<file path="config.mk">
export PLATFORM = sky130hd
export DESIGN_NAME = ceespu_pipe_ctrl
export DESIGN_NICKNAME = d
export VERILOG_FILES = /design/src/rtl/ceespu_pkg.sv /design/src/rtl/ceespu_hazard_detect.sv /design/src/rtl/ceespu_pipe_ctrl.sv
export SDC_FILE = /design/constraint.sdc
export NUM_CORES = 1
export LEC_CHECK = 0
export ABC_AREA = 1
export BUFFER_PORTS_ARGS = -buffer_cell sky130_fd_sc_hd__buf_2
export CAP_MARGIN = 40
export CORE_ASPECT_RATIO = 1.2
export CORE_MARGIN = 2
export CORE_UTILIZATION = 50
export CTS_BUF_LIST = sky130_fd_sc_hd__clkbuf_16
export CTS_CLUSTER_DIAMETER = 120
export DETAILED_ROUTE_END_ITERATION = 10
export GPL_ROUTABILITY_DRIVEN = 0
export GPL_TIMING_DRIVEN = 0
export PLACE_DENSITY = 0.86
export SYNTH_ARGS = -nofsm -noshare
export SYNTH_HDL_FRONTEND = slang
export SYNTH_SLANG_ARGS = --single-unit
</file>
<file path="constraint.sdc">
create_clock -name I_clk -period 1.8 [get_ports I_clk]
set_input_delay 0.18 -clock I_clk [delete_from_list [all_inputs] [get_ports I_clk]]
set_output_delay 0.18 -clock I_clk [all_outputs]
set_load 0.005 [all_outputs]
</file>
<file path="src/rtl/ceespu_pkg.sv">
// Shared types and constants for the CEESPU pipeline controller.
// Holds the control FSM encoding and the operand forward-select codes.
package ceespu_pkg;

   typedef enum logic [1:0] {
      ST_RUN     = 2'd0,
      ST_MC_WAIT = 2'd1,
      ST_FLUSH   = 2'd2
   } state_t;

   localparam logic [1:0] FWD_RF = 2'd0;
   localparam logic [1:0] FWD_EX = 2'd1;
   localparam logic [1:0] FWD_WB = 2'd2;

   // The execute stage holds the younger result, so it wins over writeback.
   function automatic logic [1:0] fwd_select(input logic ex_hit, input logic wb_hit);
      if (ex_hit)
         return FWD_EX;
      else if (wb_hit)
         return FWD_WB;
      else
         return FWD_RF;
   endfunction

endpackage

</file>
<file path="src/rtl/ceespu_hazard_detect.sv">
// Combinational source/destination comparator for the CEESPU pipeline.
// Reports per-source matches against execute and writeback, plus load-use.
module ceespu_hazard_detect
   import ceespu_pkg::*;
(
   input  logic       dec_valid,
   input  logic [4:0] dec_sel_a,
   input  logic [4:0] dec_sel_b,
   input  logic       dec_use_a,
   input  logic       dec_use_b,
   input  logic [4:0] ex_sel_d,
   input  logic       ex_we,
   input  logic       ex_load,
   input  logic [4:0] wb_sel_d,
   input  logic       wb_we,
   output logic       ex_hit_a,
   output logic       ex_hit_b,
   output logic       wb_hit_a,
   output logic       wb_hit_b,
   output logic       load_use
);

   logic use_a;
   logic use_b;

   // r0 is hardwired to zero, so it can never carry a dependency.
   assign use_a = dec_valid && dec_use_a && (dec_sel_a != 5'd0);
   assign use_b = dec_valid && dec_use_b && (dec_sel_b != 5'd0);

   assign ex_hit_a = use_a && ex_we && (dec_sel_a == ex_sel_d);
   assign ex_hit_b = use_b && ex_we && (dec_sel_b == ex_sel_d);
   assign wb_hit_a = use_a && wb_we && (dec_sel_a == wb_sel_d);
   assign wb_hit_b = use_b && wb_we && (dec_sel_b == wb_sel_d);

   assign load_use = ex_load && (ex_hit_a || ex_hit_b);

endmodule

</file>
<file path="src/rtl/ceespu_pipe_ctrl.sv">
// CEESPU pipeline control: stall, bubble, flush, operand forwarding, stall counter.
// Define CEESPU_FORWARDING_EN to enable forwarding; otherwise every RAW hazard stalls.
module ceespu_pipe_ctrl
   import ceespu_pkg::*;
(
   input  logic        I_clk,
   input  logic        I_rst,
   input  logic        I_dec_valid,
   input  logic [4:0]  I_dec_selA,
   input  logic [4:0]  I_dec_selB,
   input  logic        I_dec_useA,
   input  logic        I_dec_useB,
   input  logic [4:0]  I_ex_selD,
   input  logic        I_ex_we,
   input  logic        I_ex_load,
   input  logic [4:0]  I_wb_selD,
   input  logic        I_wb_we,
   input  logic        I_busy,
   input  logic        I_branch,
   output logic        O_stall,
   output logic        O_bubble,
   output logic        O_flush,
   output logic [1:0]  O_fwdA,
   output logic [1:0]  O_fwdB,
   output logic [15:0] O_stall_cnt
);

   state_t state;
   state_t next_state;

   logic ex_hit_a;
   logic ex_hit_b;
   logic wb_hit_a;
   logic wb_hit_b;
   logic load_use;
   logic data_hazard;

   ceespu_hazard_detect u_hazard (
      .dec_valid (I_dec_valid),
      .dec_sel_a (I_dec_selA),
      .dec_sel_b (I_dec_selB),
      .dec_use_a (I_dec_useA),
      .dec_use_b (I_dec_useB),
      .ex_sel_d  (I_ex_selD),
      .ex_we     (I_ex_we),
      .ex_load   (I_ex_load),
      .wb_sel_d  (I_wb_selD),
      .wb_we     (I_wb_we),
      .ex_hit_a  (ex_hit_a),
      .ex_hit_b  (ex_hit_b),
      .wb_hit_a  (wb_hit_a),
      .wb_hit_b  (wb_hit_b),
      .load_use  (load_use)
   );

`ifdef CEESPU_FORWARDING_EN
   assign data_hazard = load_use;
`else
   assign data_hazard = ex_hit_a || ex_hit_b || wb_hit_a || wb_hit_b;
`endif

   always_ff @(posedge I_clk) begin
      if (!I_rst) begin
         state       <= ST_RUN;
         O_stall_cnt <= 16'd0;
      end else begin
         state <= next_state;
         if (O_stall && (O_stall_cnt != 16'hFFFF))
            O_stall_cnt <= O_stall_cnt + 16'd1;
      end
   end

   // MC_WAIT falls through to the RUN decision once busy drops, so a branch
   // resolved on that cycle flushes immediately.
   always_comb begin
      next_state = state;
      O_stall    = 1'b0;
      O_bubble   = 1'b0;
      O_flush    = 1'b0;
      O_fwdA     = FWD_RF;
      O_fwdB     = FWD_RF;
`ifdef CEESPU_FORWARDING_EN
      O_fwdA = fwd_select(ex_hit_a, wb_hit_a);
      O_fwdB = fwd_select(ex_hit_b, wb_hit_b);
`else
      load_use_unused_sink();
`endif
      if (!I_rst) begin
         next_state = ST_RUN;
         O_flush    = 1'b1;
         O_bubble   = 1'b1;
         O_fwdA     = FWD_RF;
         O_fwdB     = FWD_RF;
      end else begin
         case (state)
            ST_FLUSH: begin
               O_flush    = 1'b1;
               O_bubble   = 1'b1;
               next_state = ST_RUN;
            end
            default: begin
               if (I_busy) begin
                  O_stall    = 1'b1;
                  next_state = ST_MC_WAIT;
               end else if (I_branch) begin
                  O_flush    = 1'b1;
                  O_bubble   = 1'b1;
                  next_state = ST_FLUSH;
               end else begin
                  next_state = ST_RUN;
                  if (data_hazard) begin
                     O_stall  = 1'b1;
                     O_bubble = 1'b1;
                  end
               end
            end
         endcase
      end
   end

`ifndef CEESPU_FORWARDING_EN
   // Without forwarding any match stalls, so the load flag carries no extra information.
   function automatic void load_use_unused_sink();
      logic sink;
      sink = load_use;
   endfunction
`endif

endmodule
</file>
---- Word level (Yosys, flattened, before mapping) ----
Index checks and enable logic that the tools add are counted.
operators by class
  $add $sub $neg .......................... 1
  equality and inequality tests ........... 6
  muxes and demuxes ....................... 15
  bitwise operators ....................... 1
  reductions and logical operators ........ 20
operators with widths
  kind                                                             number
  5-bit == test                                                    4
  16-bit by 1-bit adder with 16-bit output, second input constant  1
  16-bit != test, second input constant                            1
  1-bit 2-to-1 mux                                                 14
  1-bit logical AND                                                13
  5-bit nonzero test                                               2
  1-bit logical OR                                                 3
  3-bit OR reduction                                               1
  2-bit == test, second input constant                             1
  2-bit 2-to-1 mux                                                 1
  2-bit OR reduction                                               1
  1-bit NOT                                                        1
word-level totals
  register bits ........................... 18
  input port bits ......................... 30
  output and inout bits ................... 23
  word-level logic and storage cells ...... 46

---- Logic depth before layout (Yosys ltp) ----
Gate-level depths: netlist (run 1).
  depth in word-level cells ............... 13
  mapped depth ............................ 13
  gate-level depth less buffers ........... 13

---- Modules after synthesis ----
Synthesis (run 1) repeated with hierarchy kept, for this count alone.
unflattened totals
  cell total of the unflattened synthesis .. 275
  area, all modules ....................... 1564.0 sq um
modules (own cells, without submodules)
  module                times used  cells each  area an instance (sq um)  sequential area each (sq um)
  ceespu_pipe_ctrl      1           179         1108.6                    360.3
  ceespu_hazard_detect  1           96          455.4                     0.0

---- Least setup slack after synthesis (run 1) ----
OpenSTA, ideal clock, no wires.
  path type ............................... flip-flop to flip-flop
  start ................................... register O_stall_cnt[0]
  end ..................................... register O_stall_cnt[13]
  setup time .............................. 0.135 ns
  data arrival time ....................... 1.567 ns
  required time ........................... 1.665 ns
  path slack .............................. 0.098 ns
  cell stages (with the launch flop) ...... 8
  clock period less this slack ............ 1.702 ns
  cell sequence ........................... dfxtp_1 > ha_1 > clkinv_1 > nor4_4 > nand3_2 > clkbuf_1 > nand4_1 > a21oi_2
on the way
  longest elaborated chain between the ends .. 2
  elaborated cells on any way between the ends .. 3
  those cells by class .................... add/sub: 1; eq/ne: 1; reduce/logical: 1
RTL lines
  what                                                                              line                    RTL
  from (decl)                                                                       ceespu_pipe_ctrl.sv:25  output logic [15:0] O_stall_cnt
  from (signal assigned)                                                            ceespu_pipe_ctrl.sv:69  O_stall_cnt <= O_stall_cnt + 16'd1;
  branches (longest 2 deep; another with 16-bit by 1-bit adder with 16-bit output)  --
Parallel ways; which one is timed is not known.
A chain may end at the register's enable or synchronous reset.

---- Worst setup path after layout (run 1) ----
  start ................................... register O_stall_cnt[0]
  end ..................................... register O_stall_cnt[9]
Same word-level chain as after synthesis.

==> results of run 1 <==
state kept, by name, indices dropped and copies added, names as in the netlist:
register	cells
O_stall_cnt	16
state	2
area by class of cell:
cell class | count | area (µm²) | area share (%)
multi-input combinational | 184 | 988.4 | 50.93
timing repair buffer | 53 | 280.3 | 14.44
sequential | 18 | 361.6 | 18.63
buffer | 9 | 65.06 | 3.353
tap | 34 | 42.54 | 2.192
inverter | 34 | 127.6 | 6.576
clock buffer | 3 | 75.07 | 3.868
power groups by stage:
stage          combinational, mW  sequential [mW]  clock (mW)
2_1_floorplan              0.112            0.417           0
3_3_place_gp               0.186            0.418           0
3_5_place_dp               0.189            0.418           0
4_1_cts                    0.193            0.410       0.441
5_1_grt                    0.227            0.411       0.461
6_report                   0.202            0.410       0.434
path summary, 6_finish.rpt:
path	from	endpoint	slack, ns	cells past startpoint
worst max-delay path	O_stall_cnt[0]$_SDFFE_PN0P_	O_stall_cnt[9]$_SDFFE_PN0P_	0.08	7
worst min-delay path	I_rst	O_stall_cnt[0]$_SDFFE_PN0P_	0.19	3
worst max register to register	O_stall_cnt[0]$_SDFFE_PN0P_	O_stall_cnt[9]$_SDFFE_PN0P_	0.08	7
worst min register to register	O_stall_cnt[10]$_SDFFE_PN0P_	O_stall_cnt[10]$_SDFFE_PN0P_	0.49	2
kinds of logic (layout without fill, tap and decap cells):
family | Yosys count | in the layout | synth area share, %
other | 1 | 4 | 0.2485
flip-flops | 18 | 18 | 23.88
XOR/XNOR | 23 | 23 | 13.35
AND/OR/NAND/NOR | 141 | 141 | 43.03
AO/OA/AOI/OAI | 15 | 15 | 6.218
buffers and inverters | 43 | 99 | 12.44
adder cells (fa/ha/maj) | 1 | 1 | 0.8291
cells in the mapped netlist (2+ instances only):
| master | count |
|---|---|
| nand2_1 | 71 |
| inv_1 | 31 |
| nor2_1 | 28 |
| nand4_1 | 19 |
| dfxtp_1 | 18 |
| xor2_1 | 13 |
| nand3_1 | 11 |
| xnor2_1 | 10 |
| a21oi_1 | 9 |
| nor3_1 | 7 |
| a21oi_2 | 5 |
| buf_4 | 5 |
| clkbuf_1 | 3 |
| inv_2 | 2 |
| nand3_2 | 2 |
through the flow:
step,total power [mW],TNS [ns],cell area (µm²)
floorplan,0.5295,0,1520
detailed placement,0.6072,-1.992,1798
global route,1.099,-0.001420,1941
finish,1.046,0,1941
CTS,1.044,0,1887
global placement,0.6035,-1.697,1798
metal layers:
metal	vias up	track usage [%]
li1	883	-
met1	783	25.65
met2	71	40.96
met3	5	3.037
met4	0	8.125
met5	-	0
worst max-delay path, delay by kind of cell (launching register included):
kind | cells | cell delay, ns
simple gates | 3 | 0.60
flops | 1 | 0.38
buf+inv | 2 | 0.31
fa+ha+maj | 1 | 0.22
compound gates | 1 | 0.07
repair_timing:
action / 4_1_cts / 5_1_grt
endpoints found under the setup margin: 17 / 13
hold buffers: 0 / 0
buffers inserted: 0 / 6
gates resized for setup: 5 / 3
pin swaps: 2 / 4
==> metrics.md, run 1 <==
| Metric | Value |
|---|---|
| Starting DRT DRC Count | `70` |
| Setup violators final | `0` |
| CP endpoint kind | `flop` |
| Final Util | `68.39%` |
| CORE AREA | `0.002838 mm²` |
| Antenna violations before repair | `0` |
| H-tree depth | `1` |
| Sw Pwr | `between 0.2 and 0.3 mW` |
| PortBufs | `47` |
| CTS max path bufs | `2` |
| Outcome | `finished clean` |
| Met2 WL | `2036 µm` |
| Seq pwr share | `between 30% and 40%` |
| Clk Latency, worst-skew pair | `0.25 ns` |
| Share of cells above drive strength 1 | `around a quarter` |
| Most frequent cells in the layout | `71 x nand2_1, 47 x buf_2, 31 x inv_1` |
| Worst clock skew | `0.003527 ns` |
| Leak Pwr | `a little under 1 nW` |
| Non-Filler Instances | `about 340` |
| Met3 wire len | `roughly 310 µm` |
| Startpoint types | `flop` |
| Power Density | `539.1 mW/mm²` |
| Synth Instances | `242` |
| Post-route ant nets | `0` |
| M1 WL | `about 1600 µm` |
| Commonest non-fill, non-tap cell in the layout | `nand2_1` |
| Slew headroom | `between 60% and 70%` |
| Seq/Total Area, Yosys | `between 20% and 30%` |
| Die area | `around 0.0035 mm²` |
| Seq cells post-synth | `18` |
| Synth warnings | `0` |
| N_diodes | `0` |
| DR top layer | `met4` |
| Achievable Freq | `581.4 MHz` |
| Internal | `~0.8 mW` |
| Max Fanout on Critical Path | `10` |
| Num ports | `53` |
| First-pass GRT wire length | `6051 µm` |
| Post-synth EDFFs | `0` |
| DP Cell Count | `between 300 and 400` |
| CTS tree | `built` |
| DR DRC count | `0` |
| Sink Count | `18` |
| Main area contributors after synthesis | `dfxtp_1 24%, nand2_1 18%, nand4_1 7.9%` |
| TritonRoute pass-1 iters | `4` |
| Hold Vio Cnt, Final | `0` |
| Worst min path class | `in -> reg` |
| Final Cycle Share | `95.56%` |
| Max-cap viol count | `0` |
| Syn Area/Cell | `6.235 µm²` |
| Leading register cell type out of synthesis | `dfxtp_1` |
| Cell Rows | `21` |
| Grt ovf | `0` |
| DP Worst Slack | `-0.2072 ns` |
| Root Driver | `clkbuf_16` |
| Crit path cell chain | `ha_2, inv_2, nor4_4, nand3_2, clkbuf_4, nand4_1, a21oi_2` |
| Largest net degree at the start of global routing | `11` |
| Area grow syn2layout | `28.61%` |
| Fillers | `about 260` |
| Die Height | `approximately 64 µm` |
| Min Hold Slack | `0.1862 ns` |
| Crit Path Class | `reg -> reg` |
| DP Wirelength | `roughly 2900 µm` |
| Total Routing Usage GR | `between 20% and 30%` |
| CP arrival | `about 1.8 ns` |
| Max VDD drop | `0.0005141 V` |
| Final worst slack | `~0.080 ns` |
| Net Sw Frac | `25.02%` |
| Die X | `~54 µm` |
| Initial Utilization | `between 50 and 60%` |
| Slowest CP cell | `dfxtp_2` |
| Num CTS Buffers | `3` |
| Fin nets | `approximately 330` |
| Synth area leader | `dfxtp_1` |
| Total number of vias | `1,742` |
| Routed WL per cell | `roughly 12 µm` |
| Worst-Margin Slew | `slightly below 0.6 ns` |
| Max incr delay on CP | `0.38 ns` |
| Ys async rst share | `0%` |
| Mapped cell area | `approximately 0.0015 mm²` |
| Clk pwr share | `between 40% and 50%` |
| Fin crit period | `approximately 1.7 ns` |
| CP required | `between 1.5 and 2 ns` |
| Yosys top cell area share | `between 20% and 30%` |
| Post-synth cell types | `23` |
| Clock-pin transition on the worst setup and hold timing paths | `about 0.050 ns` |
| Number of global-route vias before repair | `1,527` |
| Combinational share of power | `approximately a fifth` |
| Via-to-Cell Ratio | `between 5 and 6` |
| Routed WL | `a little under 4000 µm` |
| Final Slew Violations | `0` |
Note: power is estimated with default switching activity, not from simulation.
==> run 2, diff against run 1 <==
--- a/config.mk
+++ b/config.mk
@@ -11,10 +11,10 @@
 export CORE_ASPECT_RATIO = 1.2
 export CORE_MARGIN = 2
 export CORE_UTILIZATION = 50
-export CTS_BUF_LIST = sky130_fd_sc_hd__clkbuf_16
+export CTS_BUF_LIST = sky130_fd_sc_hd__clkbuf_8 sky130_fd_sc_hd__clkbuf_16
 export CTS_CLUSTER_DIAMETER = 120
 export DETAILED_ROUTE_END_ITERATION = 10
-export GPL_ROUTABILITY_DRIVEN = 0
+export GPL_ROUTABILITY_DRIVEN = 1
 export GPL_TIMING_DRIVEN = 0
 export PLACE_DENSITY = 0.86
 export SYNTH_ARGS = -nofsm -noshare
==> run 2 against run 1 <==
  * Register-to-register slack is essentially flat
  * Clock skew decreased by 0.0012 ns
  * Critical path depth did not move
  * Largest power group is now registers
  * Critical path type unchanged
  * Non-clock buffer count increased by 1
  * Die area stayed put
  * Utilization fell by 0.93 points
  * Cell count up 0.30%
==> metrics.md, run 2 (same netlist as run 1, synthesis figures left out) <==
| Metric | Value |
|---|---|
| Outcome | `finished clean` |
| PnR Total Power | `0.8943 mW (-15%)` |
| Largest regs | `O_stall_cnt (16), state (2)` |
| Total Routing Usage GR | `22.96% (+0.32 points)` |
| Max-cap viol count | `0 (unchanged)` |
| Clk Latency, worst-skew pair | `0.25 ns (about the same)` |
| Initial Utilization | `53.17% (unchanged)` |
| Leak Pwr | `0.9764 nW (-1.1%)` |
| Root Driver | `clkbuf_8` |
| TritonRoute pass-1 iters | `4 (unchanged)` |
| RePlAce Congestion | `0.9136` |
| Fin crit period | `1.723 ns (+0.003334 ns)` |
| Achievable Freq | `580.2 MHz (-0.19%)` |
| Reg area | `361.6 µm² (unchanged)` |
| Num CTS Buffers | `3 (unchanged)` |
| Max incr delay on CP | `0.39 ns (about the same)` |
| Power Density | `467.2 mW/mm² (-13%)` |
| Num ports | `53 (unchanged)` |
| Max Fanout on Critical Path | `10 (unchanged)` |
| Die Height | `64.18 µm (unchanged)` |
| CP arrival | `1.84 ns (about the same)` |
| Total number of vias | `1,719 (-1.3%)` |
| Die X | `54.15 µm (unchanged)` |
| Cell Rows | `21 (unchanged)` |
| Startpoint types | `flop` |
| Largest reg by FF count | `O_stall_cnt` |
| Final Slew Violations | `0 (unchanged)` |
| Commonest non-fill, non-tap cell in the layout | `nand2_1` |
| Crit Path Class | `reg -> reg` |
| H-tree depth | `1 (unchanged)` |
| First-pass GRT wire length | `6037 µm (-0.23%)` |
| Fin nets | `335 (+0.30%)` |
| DP Wirelength | `2879 µm (unchanged)` |
| PortBufs | `47 (unchanged)` |
| Clock-pin transition on the worst setup and hold timing paths | `0.07 ns (+0.02 ns)` |
| Worst min path class | `in -> reg` |
| Routed WL | `3841 µm (-2.6%)` |
| Via-to-Cell Ratio | `5.116 (-1.6%)` |
| Crit path cell chain | `ha_2, inv_2, nor4_4, nand3_2, clkbuf_4, nand4_1, a21oi_2` |
| Fin Setup TNS | `0 ns (unchanged)` |
| Worst path bufs/invs | `2 (unchanged)` |
| Fillers | `267 (+2.3%)` |
| CP required | `1.92 ns (about the same)` |
| Grt ovf | `0 (unchanged)` |
| Worst-Margin Slew | `0.6147 ns (+0.02003 ns)` |
| CORE AREA | `0.002838 mm² (unchanged)` |
| Routed WL per cell | `11.43 µm (-2.9%)` |
| Setup violators final | `0 (unchanged)` |
| Sink Count | `18 (unchanged)` |
| Hold Vio Cnt, Final | `0 (unchanged)` |
| Final Cycle Share | `95.75% (+0.19 points)` |
| Post-route ant nets | `0 (unchanged)` |
| CTS max path bufs | `2 (unchanged)` |
| Antenna violations before repair | `0 (unchanged)` |
| CP endpoint kind | `flop` |
| Die area | `0.003475 mm² (unchanged)` |
| Footprint of the multi-input gates | `988.4 µm² (unchanged)` |
| Number of flip-flops under the largest register name | `16 (unchanged)` |
| Slew headroom | `59.02% (-1.3 points)` |
| Starting DRT DRC Count | `49 (-30%)` |
| Area grow syn2layout | `26.87%` |
| N_diodes | `0 (unchanged)` |
| DR DRC count | `0 (unchanged)` |
| Slowest CP cell | `dfxtp_2` |
| Worst clock skew | `0.002304 ns (-0.001223 ns)` |
| CTS tree | `built` |
| Largest net degree at the start of global routing | `11 (unchanged)` |
| Number of global-route vias before repair | `1,505 (-1.4%)` |
| Most frequent cells in the layout | `71 x nand2_1, 47 x buf_2, 31 x inv_1` |
| Top Family by Delay on Critical Path | `simple AND/OR/NAND/NOR gates` |
| Reg2Reg Setup Slack | `0.08 ns (about the same)` |
| Share of cells above drive strength 1 | `26.49% (+0.24 points)` |
| Max VDD drop | `0.0004384 V (-15%)` |
-- run 2: changes by cell type in the layout (fill, tap and decap cells not counted), sizes merged --
cell	before	now
buf	59	60
-- run 2: final timing paths --
| path | to | start | cells after the start |
|---|---|---|---|
| worst max-delay path | O_stall_cnt[9]$_SDFFE_PN0P_ | O_stall_cnt[0]$_SDFFE_PN0P_ | 7 |
| worst min register to register | O_stall_cnt[10]$_SDFFE_PN0P_ | O_stall_cnt[10]$_SDFFE_PN0P_ | 2 |
| worst max register to register | O_stall_cnt[9]$_SDFFE_PN0P_ | O_stall_cnt[0]$_SDFFE_PN0P_ | 7 |
| worst min-delay path | O_stall_cnt[0]$_SDFFE_PN0P_ | I_rst | 3 |
-- run 2: worst register-to-register path: cells and delay by family, from the launching register on --
family                   cells  cell delay, ns
AND/OR/NAND/NOR              3            0.61
flip-flops                   1            0.39
buffers and inverters        2            0.31
adder cells (fa/ha/maj)      1            0.22
AO/OA/AOI/OAI                1            0.06
-- run 2: routing by layer --
layer / global-route usage [%] / vias to the layer above / share of wire [%]
met5: 0 / - / 0
met4: 9.063 / 0 / 1.4
met3: 3.271 / 5 / 7.8
met2: 41.42 / 68 / 50
met1: 25.65 / 764 / 41
li1: - / 882 / -
-- run 2: final cells by class --
type	count	area share, %
Inverter	34	6.667
Multi-Input combinational cell	184	51.63
Sequential cell	18	18.89
Tap cell	34	2.222
Timing Repair Buffer	54	15.03
Clock buffer	3	2.157
Buffer	9	3.399
-- run 2: stage by stage --
step                      hold WS, ns  instance area [µm²]  utilization, %  std cells  worst slack, ns
after floorplan                0.3004                 1520               -        245          0.09778
after global placement         0.4368                 1798           63.36        326          -0.1787
after detailed placement       0.4404                 1798           63.36        326          -0.2072
after CTS                      0.1756                 1853           65.30        329          0.01715
after global routing           0.1807                 1914           67.46        336        -0.008633
final                          0.1750                 1914           67.46        336          0.07656
-- run 2: power breakdown --
part	internal (mW)	leakage [nW]	switching, mW
clock	0.149	0.0216	0.131
combinational	0.0892	0.809	0.116
sequential	0.404	0.146	0.00522
total	0.642	0.976	0.252
-- run 2: repair_timing --
item | CTS | global route
setup endpoints to repair | 17 | 14
resized for setup | 5 | 3
pin swaps | 2 | 4
buffers inserted | 0 | 7
hold buffers | 0 | 0
==> run 3, diff against run 2 <==
--- a/config.mk
+++ b/config.mk
@@ -5,18 +5,17 @@
 export SDC_FILE = /design/constraint.sdc
 export NUM_CORES = 1
 export LEC_CHECK = 0
-export ABC_AREA = 1
 export BUFFER_PORTS_ARGS = -buffer_cell sky130_fd_sc_hd__buf_2
 export CAP_MARGIN = 40
 export CORE_ASPECT_RATIO = 1.2
 export CORE_MARGIN = 2
-export CORE_UTILIZATION = 50
+export CORE_UTILIZATION = 47
 export CTS_BUF_LIST = sky130_fd_sc_hd__clkbuf_8 sky130_fd_sc_hd__clkbuf_16
 export CTS_CLUSTER_DIAMETER = 120
 export DETAILED_ROUTE_END_ITERATION = 10
 export GPL_ROUTABILITY_DRIVEN = 1
 export GPL_TIMING_DRIVEN = 0
-export PLACE_DENSITY = 0.86
+export PLACE_DENSITY = 0.85
 export SYNTH_ARGS = -nofsm -noshare
 export SYNTH_HDL_FRONTEND = slang
 export SYNTH_SLANG_ARGS = --single-unit
==> run 3 against run 2 <==
  * The flow now finishes with violations (negative setup slack)
  * Critical path depth stayed put
  * Die area is 11% lower
  * Combinational power barely moved
  * Utilization up 3.1 points
  * Cell count shrank 27%
  * Register-to-register slack got worse by 0.10 ns
  * Largest power group unchanged
==> metrics.md, run 3 <==
| Metric | Value |
|---|---|
| Outcome | `complete, but fails checks` |
| Failing checks | `negative setup slack` |
| Post-synth cell types | `39 (+70%)` |
| RePlAce Congestion | `0.8001 (-12%)` |
| Largest net degree at the start of global routing | `11 (unchanged)` |
| Seq cells post-synth | `18 (unchanged)` |
| Die Height | `60.55 µm (-5.7%)` |
| Mapped cell area | `0.001252 mm² (-17%)` |
| Power Density | `533.3 mW/mm² (+14%)` |
| CTS max path bufs | `2 (unchanged)` |
| Leak Pwr | `0.7325 nW (-25%)` |
| DP Worst Slack | `-0.2831 ns (-0.07587 ns)` |
| Ys async rst share | `0% (unchanged)` |
| Initial Utilization | `49.55% (-3.6 points)` |
| Most frequent cells in the layout | `46 x buf_2, 19 x xnor2_1, 17 x nand2_1` |
| Post-synth top cells | `20 x xnor2_1, 18 x dfxtp_1, 18 x nand2_1, 8 x nand4_1, 7 x a21oi_1` |
| Total Routing Usage GR | `24.66% (+1.7 points)` |
| Clock-pin transition on the worst setup and hold timing paths | `0.07 ns (about the same)` |
| Area grow syn2layout | `42.46%` |
| Number of flip-flops under the largest register name | `16 (unchanged)` |
| Routed WL per cell | `14.75 µm (+29%)` |
| CTS tree | `built` |
| Max Fanout on Critical Path | `3 (-7)` |
| CP arrival | `1.65 ns (-0.19 ns)` |
| Min Hold Slack | `0.2100 ns (+0.03500 ns)` |
| Largest regs | `O_stall_cnt (16), state (2)` |
| Grt ovf | `0 (unchanged)` |
| RSZ-0062 raised after global routing | `yes` |
| Final Cycle Share | `101.5% (+5.8 points)` |
| PortBufs | `47 (unchanged)` |
| Clk Latency, worst-skew pair | `0.27 ns (+0.02 ns)` |
| Startpoint types | `input port` |
| Seq/Total Area, Yosys | `28.77% (+4.9 points)` |
| Fin nets | `244 (-27%)` |
| Root Driver | `clkbuf_8` |
| Post-route ant nets | `0 (unchanged)` |
| DR DRC count | `0 (unchanged)` |
| CP required | `1.62 ns (-0.30 ns)` |
| Synth area leader | `dfxtp_1` |
| Total number of vias | `1,365 (-21%)` |
| Leading register cell type out of synthesis | `dfxtp_1` |
| Achievable Freq | `547.1 MHz (-5.7%)` |
| CORE AREA | `0.002527 mm² (-11%)` |
| Max VDD drop | `0.0005589 V (+27%)` |
| Cell Rows | `20 (-4.8%)` |
| Setup violators final | `4 (+4)` |
| TritonRoute pass-1 iters | `4 (unchanged)` |
| Max-cap viol count | `0 (unchanged)` |
| Sink Count | `18 (unchanged)` |
| Crit Path Class | `in -> out` |
| Die area | `0.003096 mm² (-11%)` |
| Worst min path class | `in -> reg` |
| Number of global-route vias before repair | `1,300 (-14%)` |
| Synth warnings | `0 (unchanged)` |
| Antenna violations before repair | `0 (unchanged)` |
| Fin crit period | `1.828 ns (+0.1043 ns)` |
| H-tree depth | `1 (unchanged)` |
| Routed WL | `3613 µm (-5.9%)` |
| Starting DRT DRC Count | `36 (-27%)` |
| Hold Vio Cnt, Final | `0 (unchanged)` |
| Via-to-Cell Ratio | `5.571 (+8.9%)` |
| Final Slew Violations | `0 (unchanged)` |
| Most common cell in the netlist | `xnor2_1` |
| Worst clock skew | `0.005102 ns (+0.002798 ns)` |
| Reg2Reg Setup Slack | `-0.03 ns (-0.10 ns)` |
| Syn Area/Cell | `8.520 µm² (+37%)` |
| DP Wirelength | `2408 µm (-16%)` |
| Num CTS Buffers | `3 (unchanged)` |
| CP endpoint kind | `primary output` |
| Num ports | `53 (unchanged)` |
| N_diodes | `0 (unchanged)` |
| Fin Setup TNS | `-0.09207 ns (-0.09207 ns)` |
| First-pass GRT wire length | `5706 µm (-5.5%)` |
| Post-synth EDFFs | `0 (unchanged)` |
| Cts-stage hold buffer count | `0 (unchanged)` |
| Placed cell area | `0.001540 mm² (-14%)` |
| Design area | `0.001784 mm² (-6.8%)` |
| Die X | `51.13 µm (-5.6%)` |
| PnR Total Power | `0.9515 mW (+6.4%)` |
| Largest reg by FF count | `O_stall_cnt` |
| Share of cells above drive strength 1 | `47.64% (+21 points)` |
| Final worst slack | `-0.02774 ns (-0.1043 ns)` |
| Main area contributors after synthesis | `dfxtp_1 29%, xnor2_1 14%, nand2_1 5.4%` |
| Yosys top cell area share | `28.77% (+4.9 points)` |
| Synth Instances | `147 (-39%)` |
| Commonest non-fill, non-tap cell in the layout | `buf_2` |
run 3: worst max-delay path, stage by stage:
cell      delay (ns)
buf_4           0.13
or3_4           0.39
o311a_4         0.33
a221oi_4        0.33
buf_6           0.15
nor2_1          0.03
buf_2           0.12
run 3: through the flow:
stage / utilization [%] / instances
floorplan: - / 150
global placement: 60.94 / 230
detailed placement: 60.94 / 230
CTS: 68.91 / 243
global route: 70.59 / 245
finish: 70.59 / 245
run 3: cell type report:
class	instances	area, µm²
Multi-Input combinational cell	119	893.4
Fill cell	193	743.2
Sequential cell	18	380.4
Timing Repair Buffer	58	327.8
Buffer	9	71.32
Clock buffer	4	55.05
Tap cell	33	41.29
Inverter	4	15.01
run 3: what timing repair did:
action / CTS / global route
setup buffers: 9 / 2
gates cloned: 0 / 0
setup endpoints to repair: 16 / 15
resized for setup: 27 / 8
pin swaps: 6 / 1
run 3: power breakdown:
group	switching [mW]	total (mW)	leakage, nW	internal, mW
sequential	0.00331	0.400	0.151	0.397
combinational	0.106	0.208	0.553	0.102
clock	0.148	0.344	0.0288	0.195
total	0.257	0.952	0.732	0.694
run 3: worst paths after layout:
check / cells after the start / endpoint / from
max: 7 / O_stall / I_dec_selB[1]
min: 3 / state[0]$_SDFF_PP0_ / I_busy
max reg2reg: 7 / O_stall_cnt[7]$_SDFFE_PN0P_ / O_stall_cnt[9]$_SDFFE_PN0P_
min reg2reg: 1 / O_stall_cnt[10]$_SDFFE_PN0P_ / O_stall_cnt[10]$_SDFFE_PN0P_
run 3: layer usage:
layer	vias to the layer above	part of all wire (%)	GRT usage, %	routed length (µm)
li1	670	-	-	-
met3	7	6.4	2.956	230
met1	630	39	26.91	1408
met5	-	0	0	0
met4	0	2.0	11.20	72
met2	58	53	47.50	1901
run 3: logic make-up (layout without fill, tap and decap cells):
logic type / after synthesis / in the layout / share of synthesized area (%)
and+or+nand+nor: 59 / 59 / 25.87
other: 1 / 4 / 0.2994
DFF: 18 / 18 / 28.77
AOI/OAI and AO/OA: 29 / 29 / 18.58
xor gates and xnor gates: 20 / 20 / 13.99
muxes: 6 / 6 / 4.795
buffers and inverters: 13 / 75 / 6.692
adders and majority gates: 1 / 1 / 0.9988
